$ cat src/rtl/udp_pkg.sv
// Shared encodings for the UDP port demultiplexer: result codes, header size, FSM states.
// Pure declarations; no timing or flow control of its own.
package udp_pkg;

    localparam logic [1:0] UDP_TYPE_UNSUP  = 2'b00;
    localparam logic [1:0] UDP_TYPE_VALID  = 2'b01;
    localparam logic [1:0] UDP_TYPE_LENERR = 2'b10;

    localparam int UDP_HDR_BYTES = 8;

    typedef enum logic [2:0] {
        ST_IDLE    = 3'd0,
        ST_HDR     = 3'd1,
        ST_PAYLOAD = 3'd2,
        ST_DRAIN   = 3'd3,
        ST_DONE    = 3'd4
    } udp_state_e;

endpackage

$ cat src/rtl/udp_port_match.sv
// Parallel compare of a destination port against the port table; lowest matching index wins.
// Purely combinational, zero latency; no flow control.
module udp_port_match #(
    parameter int                    N_PORTS   = 2,
    parameter logic [16*N_PORTS-1:0] PORT_LIST = {16'd10_003, 16'd10_002}
) (
    input  logic [15:0]                                 dst_port_i,
    output logic                                        match_o,
    output logic [((N_PORTS > 1) ? $clog2(N_PORTS) : 1)-1:0] idx_o
);

    localparam int IDX_W = (N_PORTS > 1) ? $clog2(N_PORTS) : 1;

    // Scan from the top so the lowest matching entry is written last.
    always_comb begin
        match_o = 1'b0;
        idx_o   = '0;
        for (int i = N_PORTS - 1; i >= 0; i--) begin
            if (dst_port_i == PORT_LIST[16*i +: 16]) begin
                match_o = 1'b1;
                idx_o   = IDX_W'(i);
            end
        end
    end

endmodule

$ cat src/rtl/udp_port_demux.sv
// UDP header parse + destination-port filter, payload packed MSB-first into WORD_BYTES words.
// Words appear the cycle after their completing byte; no backpressure, the byte stream is never stalled.
module udp_port_demux
    import udp_pkg::*;
#(
    parameter int                    N_PORTS    = 2,
    parameter logic [16*N_PORTS-1:0] PORT_LIST  = {16'd10_003, 16'd10_002},
    parameter int                    WORD_BYTES = 9
) (
    input  logic                                              CLK,
    input  logic                                              RST_N,
    input  logic [7:0]                                        IN_DATA,
    input  logic                                              IN_DATA_VLD,
    input  logic                                              UDP_EN,
    output logic [63:0]                                       UDP_HEADER,
    output logic                                              UDP_DONE,
    output logic [1:0]                                        UDP_TYPE,
    output logic [((N_PORTS > 1) ? $clog2(N_PORTS) : 1)-1:0] UDP_PORT_IDX,
    output logic [8*WORD_BYTES-1:0]                           UDP_DATA,
    output logic                                              UDP_DATA_VLD,
    output logic [WORD_BYTES-1:0]                             UDP_DATA_KEEP,
    output logic                                              UDP_DATA_LAST
);

    localparam int IDX_W = (N_PORTS > 1) ? $clog2(N_PORTS) : 1;
    localparam int WW    = 8 * WORD_BYTES;

    function automatic logic [WORD_BYTES-1:0] keep_mask(input int n);
        logic [WORD_BYTES-1:0] m;
        m = '0;
        for (int b = 0; b < WORD_BYTES; b++) begin
            m[WORD_BYTES-1-b] = (b < n);
        end
        return m;
    endfunction

    udp_state_e          state_q, state_d;
    logic [2:0]          hcnt_q, hcnt_d;
    logic [63:0]         hdr_q, hdr_d;       // wire order: byte 0 in bits 63:56
    logic [15:0]         pcnt_q, pcnt_d;
    logic [15:0]         plen_q, plen_d;
    logic [4:0]          fill_q, fill_d;
    logic [WW-1:0]       word_q, word_d, word_nxt;
    logic [1:0]          type_q, type_d;
    logic [WW-1:0]       data_q, data_d;
    logic [WORD_BYTES-1:0] keep_q, keep_d;
    logic                dvld_q, dvld_d;
    logic                last_q, last_d;
    logic                done_q, done_d;
    logic [63:0]         hdr_out_q, hdr_out_d;
    logic [1:0]          type_out_q, type_out_d;
    logic [IDX_W-1:0]    idx_q, idx_d;

    logic                match;
    logic [IDX_W-1:0]    match_idx;
    logic [15:0]         len_w;
    logic                pay_last;

    assign len_w    = hdr_q[31:16];
    assign pay_last = ((pcnt_q + 16'd1) == plen_q);

    udp_port_match #(
        .N_PORTS   (N_PORTS),
        .PORT_LIST (PORT_LIST)
    ) u_match (
        .dst_port_i (hdr_q[47:32]),
        .match_o    (match),
        .idx_o      (match_idx)
    );

    always_comb begin
        state_d    = state_q;
        hcnt_d     = hcnt_q;
        hdr_d      = hdr_q;
        pcnt_d     = pcnt_q;
        plen_d     = plen_q;
        fill_d     = fill_q;
        word_d     = word_q;
        type_d     = type_q;
        data_d     = data_q;
        keep_d     = keep_q;
        dvld_d     = 1'b0;
        last_d     = 1'b0;
        done_d     = 1'b0;
        hdr_out_d  = hdr_out_q;
        type_out_d = type_out_q;
        idx_d      = idx_q;
        word_nxt   = word_q;
        word_nxt[(WORD_BYTES - 1 - int'(fill_q)) * 8 +: 8] = IN_DATA;

        case (state_q)
            ST_IDLE: begin
                if (UDP_EN && IN_DATA_VLD) begin
                    hdr_d   = {IN_DATA, 56'd0};
                    hcnt_d  = 3'd1;
                    state_d = ST_HDR;
                end
            end
            ST_HDR: begin
                if (!IN_DATA_VLD) begin
                    type_d  = UDP_TYPE_LENERR;
                    state_d = ST_DONE;
                end else begin
                    hdr_d[(7 - int'(hcnt_q)) * 8 +: 8] = IN_DATA;
                    hcnt_d = hcnt_q + 3'd1;
                    // Dst and length are complete by now; only the checksum byte is still arriving.
                    if (hcnt_q == 3'(UDP_HDR_BYTES - 1)) begin
                        if (match) begin
                            idx_d = match_idx;
                        end
                        if (!match) begin
                            type_d  = UDP_TYPE_UNSUP;
                            state_d = ST_DRAIN;
                        end else if (len_w < 16'(UDP_HDR_BYTES)) begin
                            type_d  = UDP_TYPE_LENERR;
                            state_d = ST_DRAIN;
                        end else if (len_w == 16'(UDP_HDR_BYTES)) begin
                            type_d  = UDP_TYPE_VALID;
                            state_d = ST_DRAIN;
                        end else begin
                            plen_d  = len_w - 16'(UDP_HDR_BYTES);
                            pcnt_d  = '0;
                            fill_d  = '0;
                            word_d  = '0;
                            state_d = ST_PAYLOAD;
                        end
                    end
                end
            end
            ST_PAYLOAD: begin
                if (!IN_DATA_VLD) begin
                    if (fill_q != 5'd0) begin
                        data_d = word_q;
                        keep_d = keep_mask(int'(fill_q));
                        dvld_d = 1'b1;
                        last_d = 1'b1;
                    end
                    type_d  = UDP_TYPE_LENERR;
                    state_d = ST_DONE;
                end else begin
                    pcnt_d = pcnt_q + 16'd1;
                    // The final byte always closes a word, so an empty LAST word never exists.
                    if (pay_last || (fill_q == 5'(WORD_BYTES - 1))) begin
                        data_d = word_nxt;
                        keep_d = keep_mask(int'(fill_q) + 1);
                        dvld_d = 1'b1;
                        last_d = pay_last;
                        word_d = '0;
                        fill_d = '0;
                    end else begin
                        word_d = word_nxt;
                        fill_d = fill_q + 5'd1;
                    end
                    if (pay_last) begin
                        type_d  = UDP_TYPE_VALID;
                        state_d = ST_DRAIN;
                    end
                end
            end
            ST_DRAIN: begin
                if (!IN_DATA_VLD) begin
                    state_d = ST_DONE;
                end
            end
            ST_DONE: begin
                done_d     = 1'b1;
                hdr_out_d  = {hdr_q[15:0], hdr_q[31:16], hdr_q[47:32], hdr_q[63:48]};
                type_out_d = type_q;
                state_d    = ST_IDLE;
            end
            default: begin
                state_d = ST_IDLE;
            end
        endcase
    end

    always_ff @(posedge CLK or negedge RST_N) begin
        if (!RST_N) begin
            state_q    <= ST_IDLE;
            hcnt_q     <= '0;
            hdr_q      <= '0;
            pcnt_q     <= '0;
            plen_q     <= '0;
            fill_q     <= '0;
            word_q     <= '0;
            type_q     <= '0;
            data_q     <= '0;
            keep_q     <= '0;
            dvld_q     <= 1'b0;
            last_q     <= 1'b0;
            done_q     <= 1'b0;
            hdr_out_q  <= '0;
            type_out_q <= '0;
            idx_q      <= '0;
        end else begin
            state_q    <= state_d;
            hcnt_q     <= hcnt_d;
            hdr_q      <= hdr_d;
            pcnt_q     <= pcnt_d;
            plen_q     <= plen_d;
            fill_q     <= fill_d;
            word_q     <= word_d;
            type_q     <= type_d;
            data_q     <= data_d;
            keep_q     <= keep_d;
            dvld_q     <= dvld_d;
            last_q     <= last_d;
            done_q     <= done_d;
            hdr_out_q  <= hdr_out_d;
            type_out_q <= type_out_d;
            idx_q      <= idx_d;
        end
    end

    assign UDP_HEADER    = hdr_out_q;
    assign UDP_DONE      = done_q;
    assign UDP_TYPE      = type_out_q;
    assign UDP_PORT_IDX  = idx_q;
    assign UDP_DATA      = data_q;
    assign UDP_DATA_VLD  = dvld_q;
    assign UDP_DATA_KEEP = keep_q;
    assign UDP_DATA_LAST = last_q;

endmodule
$ cat config.mk
export PLATFORM = sky130hd
export DESIGN_NAME = udp_port_demux
export DESIGN_NICKNAME = d
export VERILOG_FILES = /design/src/rtl/udp_pkg.sv /design/src/rtl/udp_port_match.sv /design/src/rtl/udp_port_demux.sv
export SDC_FILE = /design/constraint.sdc
export NUM_CORES = 1
export LEC_CHECK = 0
export ABC_CLOCK_PERIOD_IN_PS = 3790
export BUFFER_PORTS_ARGS = -buffer_cell sky130_fd_sc_hd__clkbuf_2
export CAP_MARGIN = 20
export CORE_UTILIZATION = 54
export DETAILED_ROUTE_END_ITERATION = 8
export PLACE_DENSITY = 0.73
export SETUP_SLACK_MARGIN = 0.05
export SLEW_MARGIN = 40
export SYNTH_ARGS = -nofsm -noshare
export SYNTH_HDL_FRONTEND = slang
export SYNTH_HIERARCHICAL = 1
export SYNTH_SLANG_ARGS = --single-unit
$ cat constraint.sdc
create_clock -name CLK -period 3.79 [get_ports CLK]
set_input_delay 0.379 -clock CLK [delete_from_list [all_inputs] [get_ports CLK]]
set_output_delay 0.379 -clock CLK [all_outputs]
set_load 0.01 [all_outputs]
==> results.sh, run 1 <==
export IMPL_drtIter0Drc=889
export IMPL_skew_ns=0.0237
export IMPL_setup_ws_ns=0.0788
export IMPL_cts_tree="done"
export IMPL_grt_pass1_vias=11702
export IMPL_fp_row_count=62
export IMPL_rsz0062_at_grt="yes"
export IMPL_endpoint_kind="register"
export IMPL_cp_data_arrival_time_ns=4.07
export IMPL_cts_sink_count=332
export IMPL_final_cell_mix="331 x dfrtp_1, 161 x clkbuf_2, 113 x nor2_1"
export IMPL_hpwl_um=26200
export IMPL_final_area_mm2=0.0187
export IMPL_syn_inst=1370
export IMPL_cts_root_buffer="clkbuf_16"
export IMPL_grtUsageTotal_pct=27.6
export IMPL_grt_max_degree=105
export IMPL_synth_edf_count=0
export IMPL_wire_per_inst_um=20.7
export IMPL_netlist_area_mm2=0.0157
export IMPL_floorplan_initialDensity_pct=54.8
export IMPL_drt_pass1_iter_count=5
export IMPL_worst_pin_slew_ns=0.835
export IMPL_clkTransAtPathRegs_ns=0.07
export IMPL_layout_nets=1568
export IMPL_coreArea_mm2=0.0286
export IMPL_place_ws_ns=-0.0790
export IMPL_grt_pass1_wl_um=64000
export IMPL_fin_crit_ns=3.71
export IMPL_slew_headroom_pct=44.3
export IMPL_numCtsBuffers=37
export IMPL_syn_nets=1396
export IMPL_fmax_ghz=0.269
export IMPL_layout_drive_gt1_share_pct=28.6
export IMPL_ctsHtreeMaxLevel=2
export IMPL_outcome="complete, no violations"
export IMPL_synth_ff_type="dfrtp_1"
export IMPL_power_leakage_nw=9.07
export IMPL_ys_ff_latch=332
export IMPL_final_util_pct=65.2
export IMPL_dieArea_mm2=0.0297
export IMPL_regToRegSetupSlack_ns=0.08
export IMPL_finalMaxSlewViolations=0
export IMPL_die_w_um=172
export IMPL_min_period_over_period_pct=97.9
export IMPL_yosys_cell_types_count=79
export IMPL_peakVddDrop_mv=0.384
export IMPL_fin_tns_setup_ns=0
export IMPL_gp_congestion=0.876
export IMPL_total_power_mw=8.79
export IMPL_synth_seq_area_share_pct=53.0
export IMPL_route_detailed_drc=0
export IMPL_async_reset_ff_share_pct=100
export IMPL_cap_violations=0
export IMPL_viasPerCell=6.14
export IMPL_critPathKind="register to register"
export IMPL_port_buffer_count=162
export IMPL_wl_um=40400
export IMPL_cp_max_fo=8
export IMPL_finalSetupViolCount=0
export IMPL_hp_class="primary input to register"
export IMPL_dieHeight_um=172
export IMPL_start_kind="register"
export IMPL_final_common_cell="dfrtp_1"
export IMPL_worstSkewPairLatency_ns=0.52
export IMPL_yosys_warnings=6
export IMPL_power_density_mw_per_mm2=471
export IMPL_grt_ovfl_total=0
export IMPL_io_pins=163
export IMPL_detail_route_antenna_nets=0
export IMPL_required_ns=4.15
export IMPL_cts_buffer_depth=3
export IMPL_hold_viol=0
export IMPL_placedInstanceArea_mm2=0.0172
export IMPL_synth_avg_cell_area_um2=11.4
export IMPL_via_count=11990
export IMPL_antenna_found_initial=1
export IMPL_areaGrowthSynthToFinish_pct=19.0
[registers in the layout, indices dropped and copies added, names as in the netlist]
register / cells
UDP_DATA_KEEP: 9
plen_q: 16
pcnt_q: 16
UDP_DONE: 1
state_q: 3
UDP_DATA_VLD: 1
UDP_TYPE: 2
UDP_HEADER: 64
UDP_DATA_LAST: 1
word_q: 72
UDP_DATA: 72
hdr_q: 64
fill_q: 5
UDP_PORT_IDX: 1
hcnt_q: 3
type_q: 2
[where the power goes]
group | switching [mW] | leakage, nW | total, mW | internal [mW]
Combinational | 0.734 | 4.04 | 1.24 | 0.508
Sequential | 0.188 | 4.45 | 3.99 | 3.81
Clock | 1.44 | 0.582 | 3.55 | 2.11
Total | 2.36 | 9.07 | 8.79 | 6.42
[metrics by stage]
stage | cells | hold WS [ns]
after CTS | 1946 | 0.161
after detailed placement | 1875 | 0.397
after global placement | 1874 | 0.396
after global routing | 1952 | 0.162
after floorplan | 1370 | 0.0834
final | 1952 | 0.169
[layer usage]
layer  GRT usage [%]  wire [um]  vias up
met5               0          0        -
met4            9.16       1170        0
li1                -          -     5455
met2            43.0      18700      399
met1            39.7      18200     6059
met3            4.23       2400       77
[synthesized netlist by cell type (20+ instances only)]
master	n	area (um2)
nor3_1	20	100
a21oi_1	27	135
nand2_1	81	304
mux2i_1	77	771
mux2_2	80	901
clkbuf_1	63	236
o21ai_0	60	300
dfrtp_1	332	8310
xnor2_1	24	210
a22o_1	94	823
nand3_1	34	170
a22oi_1	74	556
nor2_1	115	432
[worst paths after layout]
path / start / endpoint / depth (start not counted)
min in group asynchronous: RST_N / UDP_DATA_LAST / 2
worst min-delay path: IN_DATA_VLD / state_q[2] / 2
worst min register to register: UDP_DATA_KEEP[6] / UDP_DATA_KEEP[6] / 1
max in group asynchronous: RST_N / UDP_HEADER[52] / 3
worst max-delay path: fill_q[1] / UDP_DATA[58] / 16
worst max register to register: fill_q[1] / UDP_DATA[58] / 16
[logic make-up (layout without fill, tap and decap cells)]
family	after synthesis	after routing	synth area share (%)
xor+xnor	32	32	1.79
mux	162	162	11.0
compound gates	335	335	16.8
flops	332	332	53.0
fa+ha+maj	14	14	1.12
other cells	0	1	0
simple gates	384	384	13.3
buf+inv	111	308	3.04
[layout make-up]
class / count / area [um2]
fill: 2224 / 9970
sequential: 332 / 8310
multi-input combinational: 927 / 7210
antenna: 1 / 2.50
timing repair buffer: 226 / 1380
clock buffer: 47 / 1010
clock inverter: 17 / 189
inverter: 18 / 72.6
tap: 384 / 480
[worst max-delay path: stages, from the launching register on]
cell       delay (ns)
dfrtp_1          0.40
clkinv_4         0.09
ha_4             0.18
nor2b_4          0.14
a21oi_2          0.17
o22ai_4          0.10
nand3b_1         0.14
inv_2            0.06
ha_4             0.26
or4bb_4          0.53
nor3_4           0.24
o21ai_4          0.11
a2111oi_4        0.30
buf_6            0.18
nand4_4          0.24
mux2i_2          0.29
a22oi_1          0.12
[what timing repair did]
action                                 4_1_cts  5_1_grt
hold buffers                                 1        0
setup buffers                                6        5
pin swaps                                    6       20
setup endpoints to repair                   38      137
endpoints found under the hold margin       77        0
resized for setup                            8       20
Note: power is estimated with default switching activity, not from simulation.
==> inputs of run 2 (changes only) <==
Settings changed: BUFFER_PORTS_ARGS -buffer_cell sky130_fd_sc_hd__clkbuf_2 to unset, CORE_UTILIZATION 54 to 56, DONT_BUFFER_PORTS set to 1, PLACE_DENSITY 0.73 to 0.7.
==> results.sh, run 2 (synthesized netlist as in run 1, its figures left out) <==
export IMPL_outcome="finished with violations"
export IMPL_violations="negative hold slack"
export IMPL_total_power_mw=8.37
export IMPL_endpoint_kind="register"
export IMPL_whs_ns=-0.435
export IMPL_worstSkewPairLatency_ns=0.52
export IMPL_wire_per_inst_um=23.1
export IMPL_hpwl_um=25200
export IMPL_viasPerCell=6.43
export IMPL_required_ns=4.25
export IMPL_floorplan_initialDensity_pct=57.7
export IMPL_wl_um=41100
export IMPL_grt_pass1_vias=11412
export IMPL_dieHeight_um=169
export IMPL_final_util_pct=65.7
export IMPL_dp_cells=1695
export IMPL_rsz0062_at_grt="yes"
export IMPL_skew_ns=0.0175
export IMPL_ctsHtreeMaxLevel=2
export IMPL_via_count=11457
export IMPL_detail_route_antenna_nets=0
export IMPL_place_ws_ns=-0.0622
export IMPL_cts_root_buffer="clkbuf_16"
export IMPL_grtUsageTotal_pct=29.1
export IMPL_fmax_ghz=0.270
export IMPL_cts_sink_count=332
export IMPL_clkTransAtPathRegs_ns=0.06
export IMPL_finalMaxSlewViolations=0
export IMPL_areaGrowthSynthToFinish_pct=13.9
export IMPL_route_detailed_drc=0
export IMPL_fin_tns_setup_ns=0
export IMPL_antenna_found_initial=0
export IMPL_min_period_over_period_pct=97.6
export IMPL_hp_class="primary input to async pin"
export IMPL_gp_congestion=0.876
export IMPL_numCtsBuffers=36
export IMPL_layout_nets=1410
export IMPL_cts_tree="done"
export IMPL_setup_ws_ns=0.0913
export IMPL_power_density_mw_per_mm2=468
export IMPL_drtIter0Drc=947
export IMPL_io_pins=163
export IMPL_final_area_mm2=0.0179
export IMPL_layout_drive_gt1_share_pct=20.1
export IMPL_slew_headroom_pct=41.9
export IMPL_cp_data_arrival_time_ns=4.16
export IMPL_cap_violations=0
export IMPL_finalSetupViolCount=0
export IMPL_fp_row_count=60
export IMPL_critPathKind="register to register"
export IMPL_cts_buffer_depth=3
export IMPL_power_leakage_nw=8.36
export IMPL_drt_pass1_iter_count=5
export IMPL_cp_max_fo=8
export IMPL_stdcell_count=1782
export IMPL_placedInstanceArea_mm2=0.0163
export IMPL_port_buffer_count=0
export IMPL_fin_crit_ns=3.70
export IMPL_die_w_um=169
export IMPL_grt_ovfl_total=0
export IMPL_grt_pass1_wl_um=65200
export IMPL_dieArea_mm2=0.0287
export IMPL_hold_viol=332
export IMPL_final_cell_mix="331 x dfrtp_1, 113 x nor2_1, 94 x a22o_1"
export IMPL_worst_pin_slew_ns=0.871
export IMPL_final_common_cell="dfrtp_1"
export IMPL_diodes=0
export IMPL_nFillCells=2094
export IMPL_start_kind="register"
export IMPL_coreArea_mm2=0.0272
export IMPL_peakVddDrop_mv=0.357
export IMPL_grt_max_degree=333
[run 2: cell types whose count changed in the layout (fill, tap and decap cells not counted), sizes merged]
cell         change
inv              -2
bufinv           -2
buf              -7
dlygate4sd3     +11
diode            -1
clkinv           +8
clkbuf         -161
clkinvlp         -4
[run 2: final timing paths]
| path | slack [ns] | to | start | cells past startpoint |
|---|---|---|---|---|
| worst max-delay path | 0.09 | word_q[45] | fill_q[1] | 16 |
| worst min-delay path | -0.43 | pcnt_q[3] | RST_N | 0 |
| worst min register to register | 0.49 | hdr_q[51] | hdr_q[51] | 1 |
| min in group CLK | 0.01 | word_q[0] | IN_DATA[0] | 1 |
| worst max register to register | 0.09 | word_q[45] | fill_q[1] | 16 |
| max in group asynchronous | 3.50 | UDP_DATA[20] | RST_N | 0 |
[run 2: power breakdown]
part	leakage (nW)	internal (mW)	switching [mW]
logic	3.34	0.388	0.485
registers	4.45	3.81	0.309
clock network	0.573	1.94	1.44
[run 2: worst max-delay path: stages (launching register included)]
cell,delay (ns)
dfrtp_1,0.41
clkinv_4,0.08
ha_4,0.15
nor2b_4,0.24
nand2_4,0.10
o22ai_4,0.19
nand3b_1,0.12
ha_1,0.32
or4bb_4,0.54
nor3_4,0.27
nor2_1,0.14
nor3_2,0.19
buf_4,0.17
nand3_4,0.13
nor4_4,0.28
buf_6,0.18
a22o_1,0.13
[run 2: metal layers]
layer | wire, um | GRT usage [%] | up-vias
li1 | - | - | 5118
met1 | 17900 | 41.4 | 5843
met2 | 18700 | 44.0 | 429
met3 | 3660 | 7.79 | 67
met4 | 860 | 8.23 | 0
met5 | 0 | 0 | -
[run 2: cell type report]
type | instances | area, um2 | area share (%)
inverters | 18 | 72.6 | 0.406
flip-flops and latches | 332 | 8310 | 46.5
repair buffers | 69 | 633 | 3.54
clock inverters | 17 | 129 | 0.721
clock buffers | 47 | 1000 | 5.61
multi-input cells | 927 | 7250 | 40.6
well taps | 372 | 465 | 2.61
[run 2: what timing repair did]
item / 4_1_cts / 5_1_grt
hold endpoints to repair: 377 / 334
buffers inserted: 4 / 6
hold buffers: 10 / 2
pin swaps: 6 / 26
gates resized for setup: 5 / 33
endpoints found under the setup margin: 49 / 144
==> inputs of run 3 (changes only) <==
Settings changed: BUFFER_PORTS_ARGS set to -buffer_cell sky130_fd_sc_hd__clkbuf_2, CORE_UTILIZATION 56 to 54, DONT_BUFFER_PORTS 1 to unset, GPL_TIMING_DRIVEN set to 0, PLACE_DENSITY 0.7 to 0.73, SETUP_SLACK_MARGIN 0.05 to unset.
==> results.sh, run 3 (synthesized netlist as in run 1, its figures left out) <==
export IMPL_ctsHtreeMaxLevel=2
export IMPL_slew_headroom_pct=33.1
export IMPL_cts_buffer_depth=3
export IMPL_power_density_mw_per_mm2=466
export IMPL_grt_max_degree=72
export IMPL_die_w_um=172
export IMPL_dp_cells=1920
export IMPL_fmax_ghz=0.256
export IMPL_max_stage_delay_ns=0.54
export IMPL_stdcell_count=2016
export IMPL_gp_congestion=0.908
export IMPL_violations="negative setup slack"
export IMPL_dieHeight_um=172
export IMPL_io_pins=163
export IMPL_critPathKind="register to register"
export IMPL_viasPerCell=6.19
export IMPL_crit_chain="clkbuf_8 -> inv_8 -> ha_4 -> nor2b_4 -> buf_6 -> a21oi_2 -> o22ai_2 -> nand3b_1 -> ha_1 -> or4bb_4 -> nor3_4 -> o21ai_4 -> a2111oi_4 -> buf_6 -> nand4_4 -> mux2i_2 -> a22oi_1"
export IMPL_coreArea_mm2=0.0286
export IMPL_cap_violations=0
export IMPL_floorplan_initialDensity_pct=54.8
export IMPL_final_cell_mix="330 x dfrtp_1, 165 x clkbuf_2, 112 x nor2_1"
export IMPL_cp_top_family="simple AND/OR/NAND/NOR gates"
export IMPL_outcome="finished with violations"
export IMPL_cp_data_arrival_time_ns=4.35
export IMPL_nFillCells=2124
export IMPL_hpwl_um=29200
export IMPL_wl_um=43400
export IMPL_numCtsBuffers=36
export IMPL_cp_common_cell="buf_6"
export IMPL_cts_root_buffer="clkbuf_16"
export IMPL_rsz0062_at_grt="yes"
export IMPL_skew_ns=0.0252
export IMPL_final_common_cell="dfrtp_1"
export IMPL_port_buffer_count=162
export IMPL_finalMaxSlewViolations=0
export IMPL_required_ns=4.23
export IMPL_fin_crit_ns=3.91
export IMPL_power_leakage_nw=9.14
export IMPL_grt_ovfl_total=0
export IMPL_finalSetupViolCount=69
export IMPL_fin_tns_setup_ns=-3.36
export IMPL_endpoint_kind="register"
export IMPL_detail_route_antenna_nets=0
export IMPL_diodes=0
export IMPL_grt_pass1_vias=11908
export IMPL_grt_pass1_wl_um=66900
export IMPL_route_detailed_drc=0
export IMPL_setup_ws_ns=-0.119
export IMPL_antenna_found_initial=0
export IMPL_min_period_over_period_pct=103
export IMPL_peakVddDrop_mv=0.426
export IMPL_drtIter0Drc=1114
export IMPL_clkTransAtPathRegs_ns=0.06
export IMPL_cp_max_fo=8
export IMPL_via_count=12474
export IMPL_worst_pin_slew_ns=0.999
export IMPL_layout_drive_gt1_share_pct=29.7
export IMPL_critPathSlowestCell="or4bb_4"
export IMPL_hold_viol=0
export IMPL_total_power_mw=9.04
export IMPL_hp_class="primary input to register"
export IMPL_drt_pass1_iter_count=6
export IMPL_wire_per_inst_um=21.5
export IMPL_areaGrowthSynthToFinish_pct=23.8
export IMPL_cp_buffers_inverters=4
export IMPL_grtUsageTotal_pct=29.1
export IMPL_layout_nets=1633
export IMPL_cts_tree="done"
export IMPL_fp_row_count=62
export IMPL_cts_sink_count=332
export IMPL_worstSkewPairLatency_ns=0.54
export IMPL_whs_ns=0.238
export IMPL_dieArea_mm2=0.0297
export IMPL_start_kind="register"
run 3: layer usage:
metal / vias up / GRT usage (%) / routed length [um]
li1: 5580 / - / -
met1: 6282 / 41.9 / 18800
met2: 525 / 44.8 / 20300
met3: 87 / 5.65 / 3290
met4: 0 / 8.46 / 1060
met5: - / 0 / 0
run 3: final timing paths:
check / end / startpoint / slack [ns] / cells past startpoint
hold / removal: state_q[0] / UDP_EN / 0.24 / 3
hold reg to reg: UDP_DATA_KEEP[6] / UDP_DATA_KEEP[6] / 0.49 / 1
setup reg to reg: UDP_DATA[62] / fill_q[1] / -0.12 / 17
max in group asynchronous: UDP_DATA_VLD / RST_N / 2.28 / 4
setup / recovery: UDP_DATA[62] / fill_q[1] / -0.12 / 17
min in group asynchronous: pcnt_q[3] / RST_N / 0.41 / 2
run 3: stage by stage:
step,worst slack (ns),instance area [um2],util [%]
floorplan,-0.000354,15900,-
global placement,-5.40,17100,59.9
detailed placement,-0.660,17300,60.4
CTS,-0.162,19100,66.7
global route,-0.245,19400,67.8
finish,-0.119,19400,67.8
run 3: cell type report:
type / instances / area (um2) / share of cell area [%]
plain buffers: 89 / 437 / 2.25
clock buffers: 49 / 1070 / 5.52
clock inverters: 14 / 213 / 1.10
inverters: 18 / 80.1 / 0.413
multi-input cells: 927 / 7540 / 38.8
flip-flops and latches: 332 / 8310 / 42.8
well taps: 384 / 480 / 2.48
repair buffers: 203 / 1280 / 6.59
run 3: what timing repair did:
action | CTS | global route
endpoints found under the setup margin | 149 | 149
buffers inserted | 26 | 10
gates cloned | 0 | 0
pin swaps | 72 | 35
hold endpoints to repair | 58 | 0
gates resized for setup | 67 | 45
hold buffers | 1 | 0
run 3: where the power goes:
part | internal, mW | switching (mW)
logic | 0.527 | 0.785
clock network | 2.27 | 1.48
registers | 3.81 | 0.174
total | 6.60 | 2.44
run 3: worst min-delay path: stages:
cell      delay (ns)
clkbuf_2        0.13
nor3_1          0.15
nor4_1          0.06
